File: src/rtl/pmod_gpio_remap_sync.sv
// pmod_gpio_remap_sync: Pmod GPIO remap between a flat AXI-GPIO-style bus
// and NUM_ROWS Pmod bridge rows (N = ROW_WIDTH*NUM_ROWS pins).
//
// Output path: gpio_in_tri_t/o -> gpio_out_tri_t/o, bit-for-bit.
//   Row r occupies bits [r*ROW_WIDTH +: ROW_WIDTH]; row 0 is the top row.
//   Define PMOD_REMAP_OUT_REG_EN to register the output path (1-cycle
//   latency; reset to tri_t = all 1s, tri_o = 0). When it is undefined,
//   the output path is combinational.
// Input path: gpio_out_tri_i -> SYNC_STAGES synchroniser -> per-pin
//   debounce (DB_CYCLES stable cycles) -> gpio_in_tri_i.
//   Debounced edges, gated by rise_mask/fall_mask, set sticky irq_status.
//   irq_clear is write-1-to-clear, and a new event wins over a clear.
//   irq is the OR of irq_status.
//
// Ports:
//   clk, rst            clock, asynchronous active-high reset
//   gpio_in_tri_t/o     tristate enable / data from AXI GPIO
//   gpio_in_tri_i       debounced pin state to AXI GPIO
//   gpio_out_tri_t/o    tristate enable / data to the bridge rows
//   gpio_out_tri_i      raw pin input from the bridge rows
//   rise_mask/fall_mask per-pin edge enables for status
//   irq_clear           per-pin status clear
//   irq_status, irq     sticky status and its OR-reduction
module pmod_gpio_remap_sync #(
    parameter int ROW_WIDTH   = 4,
    parameter int NUM_ROWS    = 2,
    parameter int SYNC_STAGES = 2,
    parameter int DB_CYCLES   = 4,
    parameter logic [ROW_WIDTH*NUM_ROWS-1:0] INIT_VAL = '0
) (
    input  logic                            clk,
    input  logic                            rst,
    input  logic [ROW_WIDTH*NUM_ROWS-1:0]   gpio_in_tri_t,
    input  logic [ROW_WIDTH*NUM_ROWS-1:0]   gpio_in_tri_o,
    output logic [ROW_WIDTH*NUM_ROWS-1:0]   gpio_in_tri_i,
    output logic [ROW_WIDTH*NUM_ROWS-1:0]   gpio_out_tri_t,
    output logic [ROW_WIDTH*NUM_ROWS-1:0]   gpio_out_tri_o,
    input  logic [ROW_WIDTH*NUM_ROWS-1:0]   gpio_out_tri_i,
    input  logic [ROW_WIDTH*NUM_ROWS-1:0]   rise_mask,
    input  logic [ROW_WIDTH*NUM_ROWS-1:0]   fall_mask,
    input  logic [ROW_WIDTH*NUM_ROWS-1:0]   irq_clear,
    output logic [ROW_WIDTH*NUM_ROWS-1:0]   irq_status,
    output logic                            irq
);

    localparam int N  = ROW_WIDTH * NUM_ROWS;
    localparam int CW = $clog2(DB_CYCLES + 1);
    localparam logic [CW-1:0] CNT_MAX = CW'(DB_CYCLES - 1);

    // Synchroniser chain; stage SYNC_STAGES-1 is the pin value seen by
    // the debouncer.
    logic [N-1:0] sync_q [SYNC_STAGES];
    logic [N-1:0] sync_d [SYNC_STAGES];
    logic [N-1:0] s;

    always_comb begin
        sync_d[0] = gpio_out_tri_i;
        for (int i = 1; i < SYNC_STAGES; i++) begin
            sync_d[i] = sync_q[i-1];
        end
    end

    always_ff @(posedge clk or posedge rst) begin
        if (rst) begin
            for (int i = 0; i < SYNC_STAGES; i++) begin
                sync_q[i] <= INIT_VAL;
            end
        end else begin
            for (int i = 0; i < SYNC_STAGES; i++) begin
                sync_q[i] <= sync_d[i];
            end
        end
    end

    assign s = sync_q[SYNC_STAGES-1];

    // Debounce: a pin must differ from db for DB_CYCLES consecutive
    // samples before db follows it. Any sample equal to db restarts.
    logic [CW-1:0] cnt_q [N];
    logic [CW-1:0] cnt_d [N];
    logic [N-1:0]  db_q;
    logic [N-1:0]  db_d;

    always_comb begin
        db_d = db_q;
        for (int i = 0; i < N; i++) begin
            cnt_d[i] = '0;
            if (s[i] == db_q[i]) begin
                cnt_d[i] = '0;
            end else if (cnt_q[i] == CNT_MAX) begin
                db_d[i]  = s[i];
                cnt_d[i] = '0;
            end else begin
                cnt_d[i] = cnt_q[i] + CW'(1);
            end
        end
    end

    always_ff @(posedge clk or posedge rst) begin
        if (rst) begin
            db_q <= INIT_VAL;
            for (int i = 0; i < N; i++) begin
                cnt_q[i] <= '0;
            end
        end else begin
            db_q <= db_d;
            for (int i = 0; i < N; i++) begin
                cnt_q[i] <= cnt_d[i];
            end
        end
    end

    assign gpio_in_tri_i = db_q;

    // Edge events are taken from db_d so that status sets on the same
    // edge that db changes.
    logic [N-1:0] rise;
    logic [N-1:0] fall;
    logic [N-1:0] ev;
    logic [N-1:0] status_q;
    logic [N-1:0] status_d;

    always_comb begin
        rise     = db_d & ~db_q;
        fall     = ~db_d & db_q;
        ev       = (rise & rise_mask) | (fall & fall_mask);
        status_d = (status_q & ~irq_clear) | ev;
    end

    always_ff @(posedge clk or posedge rst) begin
        if (rst) begin
            status_q <= '0;
        end else begin
            status_q <= status_d;
        end
    end

    assign irq_status = status_q;
    assign irq        = |status_q;

`ifdef PMOD_REMAP_OUT_REG_EN
    // Registered output path; pins come out of reset as inputs (hi-Z).
    logic [N-1:0] tri_t_q;
    logic [N-1:0] tri_t_d;
    logic [N-1:0] tri_o_q;
    logic [N-1:0] tri_o_d;

    always_comb begin
        tri_t_d = gpio_in_tri_t;
        tri_o_d = gpio_in_tri_o;
    end

    always_ff @(posedge clk or posedge rst) begin
        if (rst) begin
            tri_t_q <= '1;
            tri_o_q <= '0;
        end else begin
            tri_t_q <= tri_t_d;
            tri_o_q <= tri_o_d;
        end
    end

    assign gpio_out_tri_t = tri_t_q;
    assign gpio_out_tri_o = tri_o_q;
`else
    assign gpio_out_tri_t = gpio_in_tri_t;
    assign gpio_out_tri_o = gpio_in_tri_o;
`endif

endmodule
File: config.mk
export PLATFORM = sky130hd
export DESIGN_NAME = pmod_gpio_remap_sync
export DESIGN_NICKNAME = d
export VERILOG_FILES = /design/src/rtl/pmod_gpio_remap_sync.sv
export SDC_FILE = /design/constraint.sdc
export NUM_CORES = 1
export LEC_CHECK = 0
export CAP_MARGIN = 10
export CORE_MARGIN = 5
export CORE_UTILIZATION = 45
export CTS_CLUSTER_DIAMETER = 50
export DETAILED_ROUTE_END_ITERATION = 16
export HOLD_SLACK_MARGIN = 0.08
export PLACE_DENSITY = 0.89
export SLEW_MARGIN = 25
export SYNTH_ARGS = -nofsm -noshare
export SYNTH_HDL_FRONTEND = slang
export SYNTH_SLANG_ARGS = --single-unit
File: constraint.sdc
create_clock -name clk -period 3.5 [get_ports clk]
set_clock_uncertainty 0.05 [all_clocks]
set_input_delay 0.525 -clock clk [delete_from_list [all_inputs] [get_ports clk]]
set_output_delay 0.525 -clock clk [all_outputs]
set_load 0.02 [all_outputs]
==> flow_summary.ini <==
[synthesis]
synth_cell_types = 17
synthTopCellsByCount = dfrtp_1 (56), buf_4 (16), inv_1 (13)
yosysWarnings = 0
synth_compound_area_share_pct = 4.81
synth_seq_cells = 56
syn_inst = 176
ys_seq_area_share_pct = 61.2
syn_area_um2 = 2290
synth_fa_ha_area_share_pct = 4.37
synthTopCellsByArea = dfrtp_1 (61%), buf_4 (5.2%), ha_1 (4.4%)
synth_top_cell_by_area = dfrtp_1
synthSimpleGateAreaFrac_pct = 15.2
synth-xor-area-share_pct = 3.06
yosys.area.top_type_share_pct = 61.2
synth.most_common_cell = dfrtp_1
synth_edf_count = 0
synth.area.mux_share_pct = 3.94
avgSynthCellArea_um2 = 13.0
yosys_most_used_dff = dfrtp_1
async_reset_ff_share_pct = 100
syn_nets = 234
synth_top_family_by_area = simple AND/OR/NAND/NOR gates

[sta]
slew-limit-headroom_pct = 70.2
slew_viol_final = 0
worst_pin_slew_ns = 0.447
setup_viol = 0
fin_ws_ns = 1.18
post-route-period-util_pct = 66.3
fmax_ghz = 0.431
rsz0062_at_grt = no
tns_ns = 0
hold_viol_final = 0
finalCriticalPeriod_ns = 2.32

[grt]
antenna_found_initial = 0
grt_pass1_wl_um = 6460
grt.overflow.total = 0
grt_use_total_pct = 13.1
grt_max_degree = 38
grt_pass1_vias = 1460

[status]
status = completed

[setup_path]
path_cells = nor4_1 > nand2_1 > clkdlybuf4s50_1
critical-path-max-stage-delay_ns = 0.56
startpoint = irq_status[4]
crit_family = buffers and inverters
cp_max_fo = 3
cp-start-kind = flop
cp-end-kind = primary output
crit_buf_inv = 1
cpMaxStageDelayCell = clkdlybuf4s50_1
worstSetupPathType = flop to primary output
critPathRequiredTime_ns = 2.92
cp.arrival_ns = 1.74
worstReg2RegStart = cnt_q[0]

[floorplan]
core_um2 = 5010
rows = 26
die_w_um = 81.3
start_util_pct = 45.7
ios = 83
die_area_um2 = 6610
die_y_um = 81.3

[detailed_routing]
routed-wl-met2_um = 1850
wire_per_inst_um = 13.4
wirelength_um = 3880
wl_met1_um = 1550
drt-pass1-iter-count = 4
viasPerCell = 4.74
drtIter0Drc = 52
wl_met3_um = 356
drc = 0
via_count = 1369
dr.max_layer_used = met4
antenna_left = 0

[cells_and_area]
drive_gt1_share_pct = 9.59
fin_area_um2 = 2850
fillCellCount = 439
finalNonFillerCells = 289
fin_util_pct = 57.0
area_growth_pct = 24.7
antennaDiodeCount = 0
fin_nets = 276

[clock_tree]
cts_buffers = 5
htreeDepth = 2
postCtsSetupBuffers = 0
root_buffer = clkbuf_8
cts_sinks = 56
clk-insertion-delay-late_ns = 0.30
clkTransAtPathRegs_ns = 0.09
postCtsResizedCells = 0
cts_buffer_depth = 2
cts_tree = built
hold_buffers = 0

[power]
power_density_nw_per_um2 = 650
ir_worst_vdd_mv = 0.414
p_leak_uw = 0.00130

[placement]
hpwl_um = 3040
globalplace.congestion = 0.783
port_buffers = 50
dp_cells = 281
dp_slack_ns = 1.49
dpl-instance-area_um2 = 2760

[worst_hold_path]
hp-class = flop to flop
worstHoldStart = sync_d[5]

[job]
maxCapViolCount = 0
-- cells in the final DEF (no fill, tap or decap) --
master / instances
a22o_1: 8
buf_4: 1
clkbuf_1: 2
clkbuf_8: 6
clkdlybuf4s50_1: 50
dfrtp_1: 56
ha_1: 8
inv_1: 12
inv_2: 1
mux2_2: 8
nand2_1: 9
nand2b_1: 4
nand3b_1: 8
nor2b_1: 3
nor2b_4: 4
nor3_1: 8
nor3b_1: 12
nor3b_2: 1
nor4_1: 2
o21ai_0: 8
xnor2_1: 8
-- metrics by stage --
step	hold slack [ns]	power (µW)
3_5_place_dp	0.286	1540
3_3_place_gp	0.282	1500
2_1_floorplan	0.281	1300
6_report	0.301	1860
5_1_grt	0.311	1990
4_1_cts	0.303	1890
-- worst paths after layout --
| path | to | slack, ns | cells past startpoint |
|---|---|---|---|
| max | irq | 1.18 | 3 |
| min | s[5] | 0.30 | 0 |
| max reg2reg | gpio_in_tri_i[7] | 2.25 | 3 |
| min reg2reg | s[5] | 0.30 | 0 |
| max in group asynchronous | gpio_in_tri_i[1] | 2.15 | 3 |
| min in group asynchronous | irq_status[6] | 0.46 | 2 |
-- routing by layer --
| metal | global-route usage (%) | up-vias |
|---|---|---|
| li1 | - | 661 |
| met1 | 14.6 | 646 |
| met2 | 21.6 | 46 |
| met3 | 5.43 | 16 |
| met4 | 6.42 | 0 |
| met5 | 0 | - |
-- logic make-up after synthesis --
logic type | Yosys count
AOI/OAI and AO/OA | 16
xor gates and xnor gates | 8
adders and majority gates | 8
buffers and inverters | 29
DFF | 56
muxes | 8
and+or+nand+nor | 51
-- registers in the layout, indices dropped and copies added, names as in the netlist --
signal / cells
cnt_q: 24
gpio_in_tri_i: 8
s: 8
irq_status: 8
sync_d: 8
-- layout make-up --
type                    count  area, µm²  area share, %
clock buffers               8       90.1           3.16
inverters                  13       48.8           1.71
multi-input cells          91        718           25.2
flip-flops and latches     56       1400           49.1
well taps                  70       87.6           3.07
repair buffers             51        508           17.8
-- report_power, final --
part           switching [µW]  leakage [µW]  internal [µW]  total (µW)
Sequential                110      0.000711            787         897
Clock                     184     0.0000455            162         346
Combinational             276      0.000544            338         614
Total                     570       0.00130           1290        1860
Note: power is estimated with default switching activity, not from simulation.
